## src/rtl/dram_cmd_seq.sv

```systemverilog
// Single-request DRAM command sequencer: classifies each request against an
// open-row table, then issues PRE/ACT/RD/WR under tRP, tRCD and tCCD timing.
module dram_cmd_seq #(
  parameter int NUM_BG  = 4,
  parameter int NUM_BA  = 4,
  parameter int ROW_W   = 16,
  parameter int COL_W   = 10,
  parameter int T_RP    = 4,
  parameter int T_RCD   = 4,
  parameter int T_CCD_S = 4,
  parameter int T_CCD_L = 6,
  localparam int BG_W   = (NUM_BG > 1) ? $clog2(NUM_BG) : 1,
  localparam int BA_W   = (NUM_BA > 1) ? $clog2(NUM_BA) : 1
) (
  input  logic             clk,
  input  logic             rst_n,
  input  logic             req_valid,
  output logic             req_ready,
  input  logic             req_write,
  input  logic [BG_W-1:0]  req_bg,
  input  logic [BA_W-1:0]  req_ba,
  input  logic [ROW_W-1:0] req_row,
  input  logic [COL_W-1:0] req_col,
  output logic             cmd_valid,
  output logic [2:0]       cmd_op,
  output logic [BG_W-1:0]  cmd_bg,
  output logic [BA_W-1:0]  cmd_ba,
  output logic [ROW_W-1:0] cmd_row,
  output logic [COL_W-1:0] cmd_col,
  output logic [1:0]       policy,
  output logic             done
);

  localparam int IDX_W   = BG_W + BA_W;
  localparam int NUM_ENT = 1 << IDX_W;
  localparam int CNT_W   = 8;
  localparam int COL_SAT = (T_CCD_L > T_RCD) ? T_CCD_L : T_RCD;
  localparam int CMD_SAT = (T_RP > T_RCD) ? T_RP : T_RCD;

  typedef enum logic [2:0] {
    S_IDLE, S_PRE, S_WAIT_RP, S_ACT, S_WAIT_RCD, S_COL_WAIT, S_COL
  } state_e;

  typedef enum logic [2:0] {
    OP_NOP = 3'd0, OP_ACT = 3'd1, OP_PRE = 3'd2, OP_RD = 3'd3, OP_WR = 3'd4
  } op_e;

  typedef enum logic [1:0] {
    POL_NULL = 2'd0, POL_HIT = 2'd1, POL_MISS = 2'd2, POL_EMPTY = 2'd3
  } policy_e;

  state_e             state_q, state_d;
  logic               write_q, write_d;
  logic [BG_W-1:0]    bg_q, bg_d;
  logic [BA_W-1:0]    ba_q, ba_d;
  logic [ROW_W-1:0]   row_q, row_d;
  logic [COL_W-1:0]   col_q, col_d;
  logic [NUM_ENT-1:0] open_vld_q, open_vld_d;
  logic [ROW_W-1:0]   open_row_q [NUM_ENT];
  logic [ROW_W-1:0]   open_row_d [NUM_ENT];
  logic [CNT_W-1:0]   col_age_q, col_age_d, col_age_nx;
  logic [BG_W-1:0]    last_bg_q, last_bg_d;
  logic [CNT_W-1:0]   cmd_age_q, cmd_age_d, cmd_age_nx;

  logic               req_ready_q, req_ready_d;
  logic               cmd_valid_q, cmd_valid_d;
  op_e                cmd_op_q, cmd_op_d;
  logic [BG_W-1:0]    cmd_bg_q, cmd_bg_d;
  logic [BA_W-1:0]    cmd_ba_q, cmd_ba_d;
  logic [ROW_W-1:0]   cmd_row_q, cmd_row_d;
  logic [COL_W-1:0]   cmd_col_q, cmd_col_d;
  policy_e            policy_q, policy_d, cls;
  logic               done_q, done_d;

  logic               accept, ccd_ok, rp_ok, rcd_ok, tgt_write;
  logic [BG_W-1:0]    tgt_bg;
  logic [BA_W-1:0]    tgt_ba;
  logic [ROW_W-1:0]   tgt_row;
  logic [COL_W-1:0]   tgt_col;
  logic [IDX_W-1:0]   tgt_idx, cur_idx;

  // NOTE: every always_comb output gets a default before any branch so no
  // path leaves it unassigned; otherwise synthesis infers a latch.
  always_comb begin
    accept = req_valid && req_ready_q;

    // In IDLE the live request is the target; afterwards the captured copy.
    tgt_write = (state_q == S_IDLE) ? req_write : write_q;
    tgt_bg    = (state_q == S_IDLE) ? req_bg    : bg_q;
    tgt_ba    = (state_q == S_IDLE) ? req_ba    : ba_q;
    tgt_row   = (state_q == S_IDLE) ? req_row   : row_q;
    tgt_col   = (state_q == S_IDLE) ? req_col   : col_q;
    tgt_idx   = {tgt_bg, tgt_ba};
    cur_idx   = {bg_q, ba_q};

    if (!open_vld_q[tgt_idx])             cls = POL_EMPTY;
    else if (open_row_q[tgt_idx] == tgt_row) cls = POL_HIT;
    else                                  cls = POL_MISS;

    // Ages as they will read in the next cycle, which is the candidate issue slot.
    col_age_nx = (col_age_q >= CNT_W'(COL_SAT)) ? CNT_W'(COL_SAT) : col_age_q + CNT_W'(1);
    cmd_age_nx = (cmd_age_q >= CNT_W'(CMD_SAT)) ? CNT_W'(CMD_SAT) : cmd_age_q + CNT_W'(1);
    ccd_ok = col_age_nx >= ((tgt_bg == last_bg_q) ? CNT_W'(T_CCD_L) : CNT_W'(T_CCD_S));
    rp_ok  = cmd_age_nx >= CNT_W'(T_RP);
    rcd_ok = cmd_age_nx >= CNT_W'(T_RCD);

    state_d = state_q;
    unique case (state_q)
      S_IDLE: begin
        if (accept) begin
          unique case (cls)
            POL_MISS:  state_d = S_PRE;
            POL_EMPTY: state_d = S_ACT;
            default:   state_d = ccd_ok ? S_COL : S_COL_WAIT;
          endcase
        end
      end
      S_PRE, S_WAIT_RP:       state_d = rp_ok ? S_ACT : S_WAIT_RP;
      S_ACT, S_WAIT_RCD: begin
        if (!rcd_ok)     state_d = S_WAIT_RCD;
        else if (ccd_ok) state_d = S_COL;
        else             state_d = S_COL_WAIT;
      end
      S_COL_WAIT:             state_d = ccd_ok ? S_COL : S_COL_WAIT;
      S_COL:                  state_d = S_IDLE;
      default:                state_d = S_IDLE;
    endcase

    write_d = accept ? req_write : write_q;
    bg_d    = accept ? req_bg    : bg_q;
    ba_d    = accept ? req_ba    : ba_q;
    row_d   = accept ? req_row   : row_q;
    col_d   = accept ? req_col   : col_q;

    open_vld_d = open_vld_q;
    open_row_d = open_row_q;
    if (state_q == S_PRE) open_vld_d[cur_idx] = 1'b0;
    if (state_q == S_ACT) begin
      open_vld_d[cur_idx] = 1'b1;
      open_row_d[cur_idx] = row_q;
    end

    col_age_d = (state_d == S_COL) ? '0 : col_age_nx;
    last_bg_d = (state_d == S_COL) ? tgt_bg : last_bg_q;
    cmd_age_d = (state_d == S_PRE || state_d == S_ACT) ? '0 : cmd_age_nx;

    // Outputs are decoded from the next state so they line up with it when registered.
    cmd_valid_d = 1'b0;
    cmd_op_d    = OP_NOP;
    cmd_bg_d    = '0;
    cmd_ba_d    = '0;
    cmd_row_d   = '0;
    cmd_col_d   = '0;
    unique case (state_d)
      S_PRE: begin
        cmd_valid_d = 1'b1; cmd_op_d = OP_PRE; cmd_bg_d = tgt_bg; cmd_ba_d = tgt_ba;
      end
      S_ACT: begin
        cmd_valid_d = 1'b1; cmd_op_d = OP_ACT; cmd_bg_d = tgt_bg; cmd_ba_d = tgt_ba;
        cmd_row_d   = tgt_row;
      end
      S_COL: begin
        cmd_valid_d = 1'b1; cmd_op_d = tgt_write ? OP_WR : OP_RD;
        cmd_bg_d    = tgt_bg; cmd_ba_d = tgt_ba; cmd_col_d = tgt_col;
      end
      default: ;
    endcase
    policy_d    = accept ? cls : policy_q;
    done_d      = (state_d == S_COL);
    req_ready_d = (state_d == S_IDLE);
  end

  // NOTE: sequential state uses non-blocking assignments so every flop samples
  // pre-edge values regardless of statement order.
  always_ff @(posedge clk or negedge rst_n) begin
    if (!rst_n) begin
      state_q     <= S_IDLE;
      write_q     <= 1'b0;
      bg_q        <= '0;
      ba_q        <= '0;
      row_q       <= '0;
      col_q       <= '0;
      open_vld_q  <= '0;
      col_age_q   <= CNT_W'(COL_SAT);
      last_bg_q   <= '0;
      cmd_age_q   <= CNT_W'(CMD_SAT);
      req_ready_q <= 1'b0;
      cmd_valid_q <= 1'b0;
      cmd_op_q    <= OP_NOP;
      cmd_bg_q    <= '0;
      cmd_ba_q    <= '0;
      cmd_row_q   <= '0;
      cmd_col_q   <= '0;
      policy_q    <= POL_NULL;
      done_q      <= 1'b0;
    end else begin
      state_q     <= state_d;
      write_q     <= write_d;
      bg_q        <= bg_d;
      ba_q        <= ba_d;
      row_q       <= row_d;
      col_q       <= col_d;
      open_vld_q  <= open_vld_d;
      col_age_q   <= col_age_d;
      last_bg_q   <= last_bg_d;
      cmd_age_q   <= cmd_age_d;
      req_ready_q <= req_ready_d;
      cmd_valid_q <= cmd_valid_d;
      cmd_op_q    <= cmd_op_d;
      cmd_bg_q    <= cmd_bg_d;
      cmd_ba_q    <= cmd_ba_d;
      cmd_row_q   <= cmd_row_d;
      cmd_col_q   <= cmd_col_d;
      policy_q    <= policy_d;
      done_q      <= done_d;
    end
  end

  // NOTE: row storage has no reset; the valid bits alone decide whether a row
  // is meaningful, which keeps the table a plain RAM-style array.
  always_ff @(posedge clk) begin
    open_row_q <= open_row_d;
  end

  assign req_ready = req_ready_q;
  assign cmd_valid = cmd_valid_q;
  assign cmd_op    = cmd_op_q;
  assign cmd_bg    = cmd_bg_q;
  assign cmd_ba    = cmd_ba_q;
  assign cmd_row   = cmd_row_q;
  assign cmd_col   = cmd_col_q;
  assign policy    = policy_q;
  assign done      = done_q;

endmodule

```

## config.mk

```make
export PLATFORM = sky130hd
export DESIGN_NAME = dram_cmd_seq
export DESIGN_NICKNAME = d
export VERILOG_FILES = /design/src/rtl/dram_cmd_seq.sv
export SDC_FILE = /design/constraint.sdc
export NUM_CORES = 1
export LEC_CHECK = 0
export BUFFER_PORTS_ARGS = -buffer_cell sky130_fd_sc_hd__buf_2
export CORE_MARGIN = 2
export CORE_UTILIZATION = 65
export CTS_BUF_LIST = sky130_fd_sc_hd__clkbuf_2
export DETAILED_ROUTE_END_ITERATION = 8
export GPL_TIMING_DRIVEN = 0
export PLACE_DENSITY = 0.88
export SETUP_SLACK_MARGIN = 0.2
export SYNTH_ARGS = -nofsm -noshare
export SYNTH_HDL_FRONTEND = slang
export SYNTH_SLANG_ARGS = --single-unit
```

## constraint.sdc

```tcl
create_clock -name clk -period 9.45 [get_ports clk]
set_clock_uncertainty 0.1 [all_clocks]
set_input_delay 1.89 -clock clk [delete_from_list [all_inputs] [get_ports clk]]
set_output_delay 1.89 -clock clk [all_outputs]
set_load 0.01 [all_outputs]
```

==> flow_summary.ini <==
[final_layout]
finish.net_count = 1254
fillers = 1486
stdcell_area_um2 = 18800
seqCellArea_um2 = 10300
area_growth_pct = 11.9
multi_input_area_um2 = 6030
drive_above_1_share = 0.365

[synthesis]
synth.cell_area_um2 = 16800
async_flop_share = 0.293
yosysMostFrequentCell = edfxtp_1
synth_top_cell_area_share = 0.457
ys_seq_elements = 362
yosysWarnings = 0
synth_edf_count = 256
synth.area.top_cells = edfxtp_1, mux4_2, dfrtp_1
yosys.area.top_type = edfxtp_1
synth_cells = 1026
avgSynthCellArea_um2 = 16.4
ys_seq_area_frac = 0.615
yosys_most_used_dff = edfxtp_1
synth_common_cells = edfxtp_1, mux4_2, dfrtp_1, nand2_1, o21ai_0
synth_cell_types = 67

[power_and_ir_drop]
pwr_density_cell_nw_per_um2 = 304
p_leak_nw = 7.00
ir_worst_vdd_mv = 0.192
finalPower_mw = 5.72

[worst_setup_path]
slowest_stage = clkbuf_1
crit_path_start_kind = input port
cp_common_cell = buf_2
crit_path_max_fanout = 10
worstPathArrival_ns = 6.36
end_kind = flip-flop
cp_cell_sequence = buf_2, buf_2, or4b_1, buf_2, buf_2, nand2_1, xor2_1, nor2_1, ha_1, o41ai_1, a22oi_1, o21ai_0, o21ai_0, o21ai_0, and3_1, nand2_1, clkbuf_1, nor2_1
path_class = input port to flip-flop
max_stage_delay_ns = 0.71
crit_required_ns = 10.10

[die]
io_pins = 72
die_width_um = 165
die_area_um2 = 27200
die_y_um = 165
num_rows = 58
initial_core_util = 0.665
core_area_um2 = 25300

[routing]
drt-met1-wl_mm = 15.1
routedWlPerCell_um = 28.6
wl_met2_mm = 21.7
route.top_layer_used = met4
met3_length_mm = 6.54
wl_mm = 46.3
viasPerCell = 7.09
drtIter0Drc = 1852
vias = 11479
drt-pass1-iter-count = 8
ant_nets = 0
drc_errors = 0

[placed_design]
dpl-instance-area_um2 = 18000
io_buffers = 68
gp_congestion = 0.886
dp_slack_ns = 2.88
place_hpwl_mm = 31.2

[clock_tree]
clk_latency_ns = 0.95
clock_path_buffers = 3
h-tree-depth = 3
clock_sinks = 362
cts_resized = 0
tritoncts.num_buffers = 87
post_cts_buffers = 0
clk_pin_slew_worst_paths_ns = 0.10
cts_root_buffer = clkbuf_2
cts_tree = built
hold_buffers = 0

[grt]
antenna_found_initial = 1
grt_pass1_vias = 11733
globalRouteOverflowTotal = 0
gr-usage-all-layers = 0.356
grt_pass1_wl_mm = 68.8
grt_max_degree = 56

[sta]
worst_pin_slew_ns = 1.14
post-route-min-period_ns = 5.71
hold_viol_final = 0
finalSetupViolCount = 0
setup_slack_ns = 3.74
whs_ns = 0.416
fmax_ghz = 0.175
rsz0062_at_grt = false
slew_violations = 0
slew_headroom = 0.237
period_share = 0.604
fin_tns_setup_ns = 0

[status]
status = completed

[run]
maxCapViolations = 0

[worst_hold_path]
hp-class = flip-flop to flip-flop
critical path: cells and delay by family:
| kind | cells | cell delay, ns |
|---|---|---|
| compound gates | 5 | 0.89 |
| xor+xnor | 1 | 0.17 |
| fa+ha+maj | 1 | 0.29 |
| buf+inv | 5 | 1.60 |
| simple gates | 6 | 1.50 |
cell type report:
cell class / instances / area share
multi-input combinational: 568 / 0.320
tap: 330 / 0.0219
antenna: 1 / 0.000133
clock buffer: 138 / 0.0367
sequential: 362 / 0.549
timing repair buffer: 91 / 0.0353
buffer: 78 / 0.0233
inverter: 27 / 0.00538
clock inverter: 24 / 0.00797
cells by family after synthesis:
kind of cell | count (synthesis) | share of synthesized area
AO/OA/AOI/OAI | 188 | 0.0821
buffers and inverters | 105 | 0.0321
adder cells (fa/ha/maj) | 5 | 0.00372
other | 1 | 0.000223
XOR/XNOR | 24 | 0.0125
multiplexers | 184 | 0.209
flip-flops | 362 | 0.615
AND/OR/NAND/NOR | 157 | 0.0459
worst paths after layout:
path	from	slack [ns]	end	depth (start not counted)
max reg2reg	state_q[2]	3.99	cmd_col[4]	14
max	req_bg[0]	3.74	cmd_row[3]	18
min	col_q[3]	0.42	col_q[3]	1
max in group asynchronous	rst_n	7.52	col_age_q[1]	2
min in group asynchronous	rst_n	0.91	ba_q[1]	1
min reg2reg	col_q[3]	0.42	col_q[3]	1
routing by layer:
layer,vias up,GRT usage
met5,-,0
met4,0,0.228
met3,227,0.110
met2,1047,0.556
met1,5603,0.437
li1,4602,-
sequential cells by signal, summed over array words and instances (netlist names), 8 cells and up:
register / flops
row_q: 16
cmd_row: 16
open_vld_q: 16
cmd_age_q: 8
col_q: 10
col_age_q: 8
cmd_col: 10
open_row_q: 256
where the power goes:
group	switching [mW]	total [mW]	internal, mW
clock	0.633	1.07	0.440
combinational	1.31	2.26	0.954
sequential	0.263	2.39	2.12
placed cells by master, fill, tap and decap left out, types with 27 or more instances in the layout:
cell type and n:
mux2_2 30, dfrtp_1 103, o21ai_0 39, buf_2 94, mux4_2 128, edfxtp_1 256, nand2_1 55, clkbuf_2 139
o32a_1 36, inv_1 27, clkbuf_1 27
per-stage QoR:
stage	utilization	cells
2_1_floorplan	-	1035
3_3_place_gp	0.696	1433
3_5_place_dp	0.711	1456
4_1_cts	0.744	1618
5_1_grt	0.744	1619
6_report	0.744	1619
Power figures use the tool's default switching activity.
